## src/rtl/byte_striping_pkg.sv

```systemverilog
// Shared definitions for the byte striping transmit/receive pair: lane count
// encodings, default pad byte and the striper state encoding.
package byte_striping_pkg;

    localparam int          NUM_LANES        = 4;
    localparam logic [2:0]  LANES_1          = 3'd1;
    localparam logic [2:0]  LANES_2          = 3'd2;
    localparam logic [2:0]  LANES_4          = 3'd4;
    localparam logic [7:0]  PAD_BYTE_DEFAULT = 8'h00;

    typedef enum logic [1:0] {
        ST_FILL  = 2'd0,
        ST_RSVD1 = 2'd1,
        ST_RSVD2 = 2'd2,
        ST_RSVD3 = 2'd3
    } stripe_state_t;

    // Unrecognised lane-count encodings fall back to the full four lanes.
    function automatic logic [2:0] decode_lanes(input logic [2:0] active_lanes);
        case (active_lanes)
            LANES_1: decode_lanes = LANES_1;
            LANES_2: decode_lanes = LANES_2;
            default: decode_lanes = LANES_4;
        endcase
    endfunction

endpackage

```

## src/rtl/byte_stripingtx.sv

```systemverilog
// Transmit-side byte striper: distributes a serial byte stream round-robin over
// up to four lanes. Optional parity output enabled by BYTE_STRIPING_PARITY_EN.
module byte_stripingtx
    import byte_striping_pkg::*;
#(
    parameter logic [7:0] PAD_BYTE = PAD_BYTE_DEFAULT,
    parameter int         CNT_W    = 16
) (
    input  logic             clk,
    input  logic             reset,
    input  logic             valid,
    input  logic [7:0]       data,
    input  logic [2:0]       active_lanes,
    output logic [7:0]       data_out0,
    output logic [7:0]       data_out1,
    output logic [7:0]       data_out2,
    output logic [7:0]       data_out3,
    output logic             valid_out,
    output logic [3:0]       lane_valid,
    output logic [CNT_W-1:0] group_count
`ifdef BYTE_STRIPING_PARITY_EN
    ,
    output logic [3:0]       parity
`endif
);

    stripe_state_t                   state_q, state_d;
    logic [1:0]                      idx_q, idx_d;
    logic [2:0]                      n_q, n_d;
    logic [NUM_LANES-1:0][7:0]       hold_q, hold_d;
    logic [NUM_LANES-1:0][7:0]       dout_q, dout_d;
    logic                            valid_out_q, valid_out_d;
    logic [NUM_LANES-1:0]            lane_valid_q, lane_valid_d;
    logic [CNT_W-1:0]                count_q, count_d;
    logic                            emit;
    logic [2:0]                      fill;
`ifdef BYTE_STRIPING_PARITY_EN
    logic [NUM_LANES-1:0]            parity_q, parity_d;
`endif

    always_comb begin
        state_d      = state_q;
        idx_d        = idx_q;
        n_d          = n_q;
        hold_d       = hold_q;
        dout_d       = dout_q;
        valid_out_d  = 1'b0;
        lane_valid_d = lane_valid_q;
        count_d      = count_q;
        emit         = 1'b0;
        fill         = 3'd0;
`ifdef BYTE_STRIPING_PARITY_EN
        parity_d     = parity_q;
`endif

        case (state_q)
            ST_FILL: begin
                // Lane count only moves at a group boundary so a group never
                // changes width halfway through.
                if (idx_q == 2'd0) begin
                    n_d = decode_lanes(active_lanes);
                end
                if (valid) begin
                    hold_d[idx_q] = data;
                    if ({1'b0, idx_q} == n_d - 3'd1) begin
                        emit  = 1'b1;
                        fill  = n_d;
                        idx_d = 2'd0;
                    end else begin
                        idx_d = idx_q + 2'd1;
                    end
                end else if (idx_q != 2'd0) begin
                    emit  = 1'b1;
                    fill  = {1'b0, idx_q};
                    idx_d = 2'd0;
                end
            end
            default: begin
                state_d = ST_FILL;
                idx_d   = 2'd0;
            end
        endcase

        // hold_d already carries the byte arriving this cycle.
        if (emit) begin
            valid_out_d = 1'b1;
            count_d     = count_q + {{(CNT_W-1){1'b0}}, 1'b1};
            for (int k = 0; k < NUM_LANES; k++) begin
                if (k < int'(fill)) begin
                    dout_d[k]       = hold_d[k];
                    lane_valid_d[k] = 1'b1;
                end else begin
                    dout_d[k]       = PAD_BYTE;
                    lane_valid_d[k] = 1'b0;
                end
`ifdef BYTE_STRIPING_PARITY_EN
                parity_d[k] = lane_valid_d[k] ? ^dout_d[k] : 1'b0;
`endif
            end
        end
    end

    always_ff @(posedge clk) begin
        if (reset) begin
            state_q      <= ST_FILL;
            idx_q        <= 2'd0;
            n_q          <= LANES_4;
            hold_q       <= '0;
            dout_q       <= '0;
            valid_out_q  <= 1'b0;
            lane_valid_q <= '0;
            count_q      <= '0;
`ifdef BYTE_STRIPING_PARITY_EN
            parity_q     <= '0;
`endif
        end else begin
            state_q      <= state_d;
            idx_q        <= idx_d;
            n_q          <= n_d;
            hold_q       <= hold_d;
            dout_q       <= dout_d;
            valid_out_q  <= valid_out_d;
            lane_valid_q <= lane_valid_d;
            count_q      <= count_d;
`ifdef BYTE_STRIPING_PARITY_EN
            parity_q     <= parity_d;
`endif
        end
    end

    assign data_out0   = dout_q[0];
    assign data_out1   = dout_q[1];
    assign data_out2   = dout_q[2];
    assign data_out3   = dout_q[3];
    assign valid_out   = valid_out_q;
    assign lane_valid  = lane_valid_q;
    assign group_count = count_q;
`ifdef BYTE_STRIPING_PARITY_EN
    assign parity      = parity_q;
`endif

endmodule
```

## config.mk

```make
export PLATFORM = sky130hd
export DESIGN_NAME = byte_stripingtx
export DESIGN_NICKNAME = d
export VERILOG_FILES = /design/src/rtl/byte_striping_pkg.sv /design/src/rtl/byte_stripingtx.sv
export SDC_FILE = /design/constraint.sdc
export NUM_CORES = 1
export LEC_CHECK = 0
export ABC_AREA = 1
export CORE_AREA = 2 2 84 86
export CTS_BUF_LIST = sky130_fd_sc_hd__clkbuf_8
export DETAILED_ROUTE_END_ITERATION = 10
export DIE_AREA = 0 0 86 88
export PLACE_DENSITY = 0.85
export SLEW_MARGIN = 0
export SYNTH_ARGS = -nofsm -noshare
export SYNTH_HDL_FRONTEND = slang
export SYNTH_SLANG_ARGS = --single-unit
export TNS_END_PERCENT = 10
```

## constraint.sdc

```tcl
create_clock -name clk -period 6.65 [get_ports clk]
set_input_delay 1.33 -clock clk [delete_from_list [all_inputs] [get_ports clk]]
set_output_delay 1.33 -clock clk [all_outputs]
set_load 0.02 [all_outputs]
```

=== After elaboration in Yosys (flattened, before gate mapping) ===
Index checks and enable logic that the tools add are counted.

* Bits in registers: 90
* Bits in latches: 0
* Memory bits (writable): 0
* Memory bits (read-only): 0
* Output and inout port bits: 53
* Word-level logic and storage cells: 53
* Memories: 0

* Add/sub/neg operators: 3
* $mul: 0
* Divide/modulo/power cells: 0
* Magnitude comparators: 6
* Equality and inequality tests: 3
* Shifts and indexed selects: 0
* Mux-type cells: 24
* Bitwise logic cells: 0
* Reduce and logical (&&, ||, !) cells: 4

{| class="wikitable"
|+ Operators with widths
! operator !! number
|-
| 8-bit 2-to-1 mux || 5
|-
| 32-bit bitwise mux || 1
|-
| 32-bit 2-to-1 mux || 1
|-
| 16-bit by 1-bit adder with 16-bit output (second input constant) || 1
|-
| 8-bit demux with 2-bit select || 1
|-
| 3-bit 2-to-1 mux || 3
|-
| 1-bit 2-to-1 mux || 8
|-
| 2-bit 2-to-1 mux || 4
|-
| 1-bit by 3-bit < comparator with 1-bit output (first input constant) || 2
|-
| 2-bit by 3-bit < comparator with 1-bit output (first input constant) || 2
|-
| 3-bit case mux with 2 select lines || 1
|-
| 2-bit nonzero test || 2
|-
| 2-bit by 3-bit == test with 1-bit output || 1
|-
| 3-bit by 1-bit == test with 1-bit output (second input constant) || 1
|-
| 3-bit by 2-bit == test with 1-bit output (second input constant) || 1
|-
| 2-bit by 3-bit < comparator with 1-bit output (second input constant) || 1
|-
| 3-bit by 1-bit subtractor with 3-bit output (second input constant) || 1
|-
| 2-bit by 1-bit adder with 2-bit output (second input constant) || 1
|-
| 2-bit by 1-bit greater-or-equal comparator with 1-bit output (second input constant) || 1
|-
| 2-bit zero test || 1
|-
| 1-bit logical AND || 1
|}

=== Depth between registers and ports, before layout ===
* Depth after elaboration: 9
* Gate-level depth with buffers: 15
* Gate-level depth less buffers: 14

=== Least setup slack after synthesis ===
Ideal clock, no wire load.

* Path type: input to register
* From: input port active_lanes[0]
* To: register count_q[0] (netlist: group_count[0])
* Setup time: 116 ps
* Arrival time: 2,848 ps
* Required time: 6,534 ps
* Setup slack: 3,686 ps
* Stages: 13
* Buffers on the path: 1
* Path through: nand3b_1 > nand2_1 > o21ai_0 > ha_1 > xor2_1 > nand2_2 > nor2_4 > nand2_2 > nand2_2 > nand2_2 > buf_4 > nor2_1 > nor2_1

* Longest elaborated chain between the ends: 7
* Elaborated cells between the ends (all ways): 8

{| class="wikitable"
|+ RTL lines
! what !! RTL line !! text
|-
| start, declared || byte_stripingtx.sv:13 || <nowiki>input logic [2:0] active_lanes,</nowiki>
|-
| 3-bit by 2-bit == test with 1-bit output or 3-bit by 1-bit == test with 1-bit output (tied branches) || byte_striping_pkg.sv:20 || <nowiki>case (active_lanes)</nowiki>
|-
| 3-bit case mux with 2 select lines (*) || byte_striping_pkg.sv:20 ||
|-
| 3-bit 2-to-1 mux (*) || byte_stripingtx.sv:60 || <nowiki>if (idx_q == 2'd0) begin</nowiki>
|-
| 3-bit by 1-bit subtractor with 3-bit output (*) || byte_stripingtx.sv:65 || <nowiki>if ({1'b0, idx_q} == n_d - 3'd1) begin</nowiki>
|-
| 2-bit by 3-bit == test with 1-bit output (*) || byte_stripingtx.sv:65 ||
|-
| 1-bit 2-to-1 mux (*) || byte_stripingtx.sv:65 ||
|-
| 1-bit 2-to-1 mux (*) || byte_stripingtx.sv:63 || <nowiki>if (valid) begin</nowiki>
|-
| end signal, assigned || byte_stripingtx.sv:124 || <nowiki>count_q <= count_d;</nowiki>
|-
| end, declared || byte_stripingtx.sv:34 || <nowiki>logic [CNT_W-1:0] count_q, count_d;</nowiki>
|}

Every way passes the cells marked *; elsewhere a longest branch is shown, timed or not.
A chain may end at the register's enable or synchronous reset.

=== Final worst setup path ===
Ends and elaborated chain as after synthesis.

==> implementation parameters <==
Parameter                              Value

Drt
  Final wirelength ... 8620 um
  Number of nets with antenna violations after detailed routing ... 0
  Via count ... 3,449
  Average wire length per cell after detail routing ... 13.6 um
  First drt pass iteration count ... 4
  Iteration-0 DRC Markers ... 122
  Residual DRC count ... 0
  Routed vias/inst ... 5.42

Power
  Combinational share of power ... 20.7%
  Leakage Power ... 0.00185 uW
  Sequential cell fraction of total power ... 46.6%
  Clock network fraction of total power ... 32.8%
  Maximum ir drop on the vdd rail ... 166 uV
  Internal cell power ... 874 uW
  Fraction of power spent switching nets ... 31.1%
  Switching Power ... 395 uW
  Total power per unit cell area ... 274 nW/um^2

Logic synthesis
  Post-Syn Nets ... 516
  Post-Synthesis Cell Area ... 3760 um^2
  Async set or reset register ratio after synthesis ... 0%
  Sequential area share after synthesis ... 48.0%
  Number of warnings printed during yosys synthesis ... 0
  Commonest register cell after synthesis ... dfxtp_1
  Cells after Synth ... 496
  Synthesized area per cell ... 7.58 um^2
  Distinct cell type count of the synthesized netlist ... 25
  Count of flip-flops with a built-in enable after synthesis ... 0
  Number of synthesized register bits ... 90

Setup path
  Path type of the worst setup path ... in2reg
  Maximum fanout encountered on the critical timing path ... 41
  Capturing element type of the critical path ... flop
  Startpoint class of the critical path ... input port
  Worst Path Required ... 6.90 ns
  Worst r2r src ... idx_q[0]
  Critical Path AT ... 3.85 ns
  R2R Path End ... group_count[0]
  R2r setup slk ... 3.60 ns
  R2R depth ... 13

STA
  Count of final hold-check violations ... 0
  RSZ-0062 raised after global routing ... no
  Final total negative setup slack ... 0 ns
  Hold Slack ... 0.474 ns
  Setup skew after layout ... 0.0114 ns
  Minimum period implied by the final worst setup slack ... 3.60 ns
  Ratio of final minimum period to clock period ... 54.1%
  Worst Tran Pin Value ... 0.786 ns
  Achievable clock frequency ... 278 MHz
  Total of endpoints with negative setup slack in the final report ... 0
  Final number of max-transition violations ... 0
  Normalized max-slew margin ... 47.5%

Floorplanning
  Top-level port count ... 67
  Standard cell core area ... 6640 um^2
  Die Wd ... 86 um
  Die Y ... 88 um
  Std-Cell Rows ... 30
  Starting density of the core ... 56.6%
  Die footprint ... 7570 um^2

Clock network
  CTS hold repair buffers ... 0
  Count of cells resized by post-cts repair ... 0
  CTS sink count ... 90
  CTS tree ... yes
  Clock transition time at the flip-flop clock pins of the worst setup and hold paths ... 0.09 ns
  Maximum buffer depth of the clock tree ... 2
  Buffers inserted by post-CTS timing repair ... 0
  Source-to-sink clock delay at the later pin of the worst-skew pair ... 0.36 ns
  Root buf cell ... clkbuf_8
  Total number of H-tree levels ... 3
  CTS buffer count ... 9

Finish
  Antenna diode instance count ... 0
  Area of all placed cells without fillers ... 4630 um^2
  Final net count ... 571
  # fillers ... 549
  Number of standard cells in the layout, taps in and fillers out ... 636
  Fraction of layout cells with a size suffix above 1 ... 6.65%
  Final core occ ... 69.6%
  Synth-to-Final Area Change ... 23.1%

Place
  Post-detailed-placement cell area ... 4400 um^2
  Post-DP HPWL ... 5950 um
  Final RePlAce weighted congestion ... 0.867
  Instance count after placement with tap cells included ... 620
  Number of buffer cells added on primary ports ... 66

Worst hold path
  Terminating pin of the worst hold path ... lane_valid[3]
  Hold Path Cell Cnt ... 2
  Tightest Hold Check Type ... reg2reg
  Worst min-delay path startpoint ... lane_valid[3]

Global routing
  Initial antenna violation count ... 0
  Overall Global Routing Usage ... 23.9%
  First-pass GRT wire length ... 14,400 um
  Overflow after GRT ... 0
  Vias in the first global route ... 3,264
  Maximum number of pins on one net before global-route repair ... 44

Run status
  Run status ... complete, no violations

Job
  Max-cap check violation count ... 0
[layer usage]
metal  share of wire [%]  vias up  track usage [%]
met3                 5.9       16             5.18
met2                  47      110             40.2
li1                    -     1723                -
met1                  45     1600             29.7
met4                 1.8        0             10.7
met5                   0        -                0
[critical path, cell delays in order]
cell             delay [ns]
clkdlybuf4s50_1        0.42
nand3b_1               0.18
nand2_1                0.07
o21ai_0                0.13
ha_1                   0.33
xor2_1                 0.22
nand2_2                0.10
nor2_4                 0.15
nand2_2                0.08
nand2_2                0.08
nand2_2                0.44
nor2_1                 0.25
nor2_1                 0.07
[Yosys cell counts, types with 6 or more instances]
master    count  share of area [%]
ha_1          6                2.0
a21oi_1      43                5.7
o21ai_0      20                2.7
dfxtp_1      90                 48
xor2_1        8                1.9
nand2_1     110                 11
nand3_1      53                7.1
nor2_1       59                5.9
nand2_2       7                1.2
inv_1        25                2.5
clkbuf_1     13                1.3
nor3_1       31                4.1
[stage by stage]
step	worst slack, ns	total power [uW]
floorplan	3.69	798
global placement	2.81	853
detailed placement	2.73	862
CTS	3.07	1270
global route	2.81	1330
finish	3.05	1270
[sequential cells by signal, summed over array words and instances, names as in the netlist]
| signal | count |
|---|---|
| hold_q | 32 |
| group_count | 16 |
| data_out0 | 8 |
| data_out1 | 8 |
| data_out2 | 8 |
| data_out3 | 8 |
| lane_valid | 4 |
| n_q | 3 |
| idx_q | 2 |
| valid_out | 1 |
[placed cells by master (no fill, tap or decap), types with 3 or more instances in the layout]
cell             instances
a21oi_1                 43
buf_4                    3
clkbuf_8                 9
clkdlybuf4s50_1         66
dfxtp_1                 90
ha_1                     6
inv_1                   25
nand2_1                110
nand2_2                  7
nand3_1                 53
nand3_2                  3
nor2_1                  59
nor3_1                  31
o21ai_0                 20
xnor2_1                  4
xor2_1                   8
[kinds of logic (layout without fill, tap and decap cells)]
group	after synthesis	count (layout)	synth area share (%)
xor gates and xnor gates	12	12	2.80
buffers and inverters	51	111	6.33
and+or+nand+nor	274	274	32.5
DFF	90	90	48.0
AOI/OAI and AO/OA	63	63	8.39
adders and majority gates	6	6	2.00
[layout make-up]
cell class / count / area, um^2 / area share (%)
Tap cell: 80 / 100 / 2.16
Multi-Input combinational cell: 355 / 1720 / 37.1
Inverter: 26 / 97.6 / 2.11
Timing Repair Buffer: 69 / 683 / 14.8
Clock inverter: 7 / 101 / 2.19
Sequential cell: 90 / 1800 / 39.0
Clock buffer: 9 / 124 / 2.68
[worst max path at each step]
stage                    startpoint        endpoint  slack, ns  cells after the start
floorplan           active_lanes[0]  group_count[0]       3.69                     13
global placement    active_lanes[0]  group_count[1]       2.81                     13
detailed placement  active_lanes[0]    data_out0[2]       2.73                     13
CTS                 active_lanes[0]    data_out0[2]       3.07                     13
global route        active_lanes[0]  group_count[0]       2.81                     13
finish              active_lanes[0]  group_count[0]       3.05                     13
[power by group through the flow]
stage | combinational, uW | sequential, uW | clock [uW]
final | 262 | 591 | 416
after global routing | 289 | 595 | 444
after CTS | 261 | 591 | 420
after detailed placement | 259 | 603 | 0
after global placement | 251 | 602 | 0
after floorplan | 182 | 616 | 0
Note: power is estimated with default switching activity, not from simulation.
==> patch (same flow settings) <==
Add an input register stage for `valid`, `data` and `active_lanes`; this delays them by one clock.
--- a/src/rtl/byte_stripingtx.sv
+++ b/src/rtl/byte_stripingtx.sv
@@ -24,4 +24,14 @@
 `endif
 );
+
+    logic valid_q;
+    logic [7:0] data_q;
+    logic [2:0] active_lanes_q;
+
+    always_ff @(posedge clk) begin
+        valid_q        <= valid;
+        data_q         <= data;
+        active_lanes_q <= active_lanes;
+    end
 
     stripe_state_t                   state_q, state_d;
@@ -59,8 +69,8 @@
                 // changes width halfway through.
                 if (idx_q == 2'd0) begin
-                    n_d = decode_lanes(active_lanes);
+                    n_d = decode_lanes(active_lanes_q);
                 end
-                if (valid) begin
-                    hold_d[idx_q] = data;
+                if (valid_q) begin
+                    hold_d[idx_q] = data_q;
                     if ({1'b0, idx_q} == n_d - 3'd1) begin
                         emit  = 1'b1;
Check against the original RTL: not equivalent (a bounded check fails within 4 cycles, from zero or initial values and one cycle with reset high).
==> patch against the original RTL <==
  * Clock skew down 0.0017 ns
  * Clock power is 7.0% lower
  * Setup slack gained 0.64 ns
  * Total power grew 4.0%
  * Synthesized area rose by 8.3%
  * Worst hold slack got worse by 0.0081 ns
  * Sequential cell count rose by 12
  * Wire length up 3.7%
  * Cell area is 5.6% higher
  * Non-clock buffer count is 1 lower
  * Critical path type is now reg2reg
==> patch: results (changes against the original RTL) <==
stage,metric,value,unit,change
run_status,status,finished clean,,
worst_setup_path,crit_slowest_cell,ha_1,,
logic_synthesis,seq_area_frac_synth,0.5018,,+0.02232
drt,wl,8945,µm,+3.7%
worst_setup_path,cpPeakStageDelay,0.53,ns,+0.09 ns
sta,worst_slew_pin_slew,1.172,ns,+0.3858 ns
clocking,cts.htree.levels,3,,unchanged
hold_path,holdCritPathClass,reg2reg,,
cells_and_area,nets,583,,+2.1%
placed_design,place_worst_setup_slack,3.513,ns,+0.7877 ns
global_routing,grt_max_degree,53,,+20%
global_routing,antenna_found_initial,0,,unchanged
logic_synthesis,synth_compound_area_frac,0.08672,,+0.002800
drt,first_iter_violations,261,,+110%
pwr,seq_power_share,0.509,,+0.043
cells_and_area,layout-drive-gt1-share,0.08995,,+0.02340
placed_design,place_area,0.004692,mm²,+6.6%
logic_synthesis,synth_mux_area_frac,0,,unchanged
logic_synthesis,synth_fa_ha_area_frac,0.01845,,-0.001530
global_routing,grt_pass1_vias,3380,,+3.6%
logic_synthesis,yosys-top-cells-area,"dfxtp_1, nand2_1, nand3_1, nor2_1, a21oi_1",,
worst_setup_path,reg2reg_to,group_count[13],,
logic_synthesis,synth_top_family_by_area,simple AND/OR/NAND/NOR gates,,
pwr,peakVddDrop,0.1798,mV,+8.6%
worst_setup_path,r2r_cells,12,,-1
worst_setup_path,reg2reg_slack,3.69,ns,+0.09 ns
sta,finalClockSkew,0.009704,ns,-0.001721 ns
logic_synthesis,syn_nets,530,,+2.7%
logic_synthesis,synthDistinctLibCells,26,,+4.0%
logic_synthesis,yosysTopAreaCellShare,0.5018,,+0.02232
cells_and_area,fillers,507,,-7.7%
worst_setup_path,arrival,3.19,ns,-0.66 ns
logic_synthesis,synth_common_cells,"nand2_1, dfxtp_1, nor2_1, nand3_1, a21oi_1",,
placed_design,place_hpwl,6114,µm,+2.8%
logic_synthesis,synth_xor_area_frac,0.02798,,about the same
clocking,path_clk_slew,0.10,ns,
pwr,p_leak,1.942,nW,+5.1%
worst_setup_path,critPathMaxFanout,42,,+2.4%
global_routing,grt_first_pass_wirelength,14990,µm,+4.1%
pwr,sequentialPower,0.000671,W,+14%
global_routing,grt_usage,0.2459,,+0.006443
drt,vias_per_cell,5.437,,+0.27%
sta,hold_ws,0.4659,ns,-0.008145 ns
placed_design,place.gp.congestion,0.9426,,+8.7%
pwr,p_int,0.0009096,W,+4.1%
==> patch: cell count changes after synthesis, sizes merged, moves of 4 or more <==
| cell | before | now |
|---|---|---|
| nor2 | 63 | 59 |
| nor3 | 31 | 36 |
| dfxtp | 90 | 102 |
| nand2 | 119 | 124 |
| a21oi | 43 | 51 |
| o21ai | 20 | 12 |
| inv | 26 | 21 |
==> patch: routing by layer <==
metal	up-vias	share of wire	track usage
met5	-	0	0
met3	18	0.047	0.03393
met1	1627	0.44	0.3015
met2	103	0.49	0.4397
met4	0	0.020	0.09235
li1	1770	-	-
==> patch: cells by family after synthesis <==
family	after synthesis
simple gates	279
flops	102
xor+xnor	13
compound gates	63
buf+inv	47
fa+ha+maj	6
==> patch: layout make-up <==
cell class                 count  area [µm²]  share of cell area
timing repair buffer          68       670.6              0.1373
sequential                   102        2042              0.4179
clock buffer                   9       123.9             0.02535
inverter                      21       78.83             0.01613
tap                           80       100.1             0.02049
multi-input combinational    361        1800              0.3685
clock inverter                 6       70.07             0.01434
==> patch: worst max-delay path by stage <==
| stage | from | to | slack [ns] | cells after the start |
|---|---|---|---|---|
| floorplan | reset | n_q[2] | 4.33 | 5 |
| global placement | reset | idx_q[0] | 3.58 | 5 |
| detailed placement | reset | group_count[1] | 3.51 | 5 |
| CTS | idx_q[0] | group_count[13] | 3.68 | 12 |
| global route | idx_q[0] | group_count[12] | 3.43 | 12 |
| finish | idx_q[0] | group_count[13] | 3.69 | 12 |
==> patch: stage by stage <==
| stage | utilization | instances |
|---|---|---|
| 2_1_floorplan | - | 510 |
| 3_3_place_gp | 0.7062 | 632 |
| 3_5_place_dp | 0.7062 | 632 |
| 4_1_cts | 0.7354 | 647 |
| 5_1_grt | 0.7354 | 647 |
| 6_report | 0.7354 | 647 |
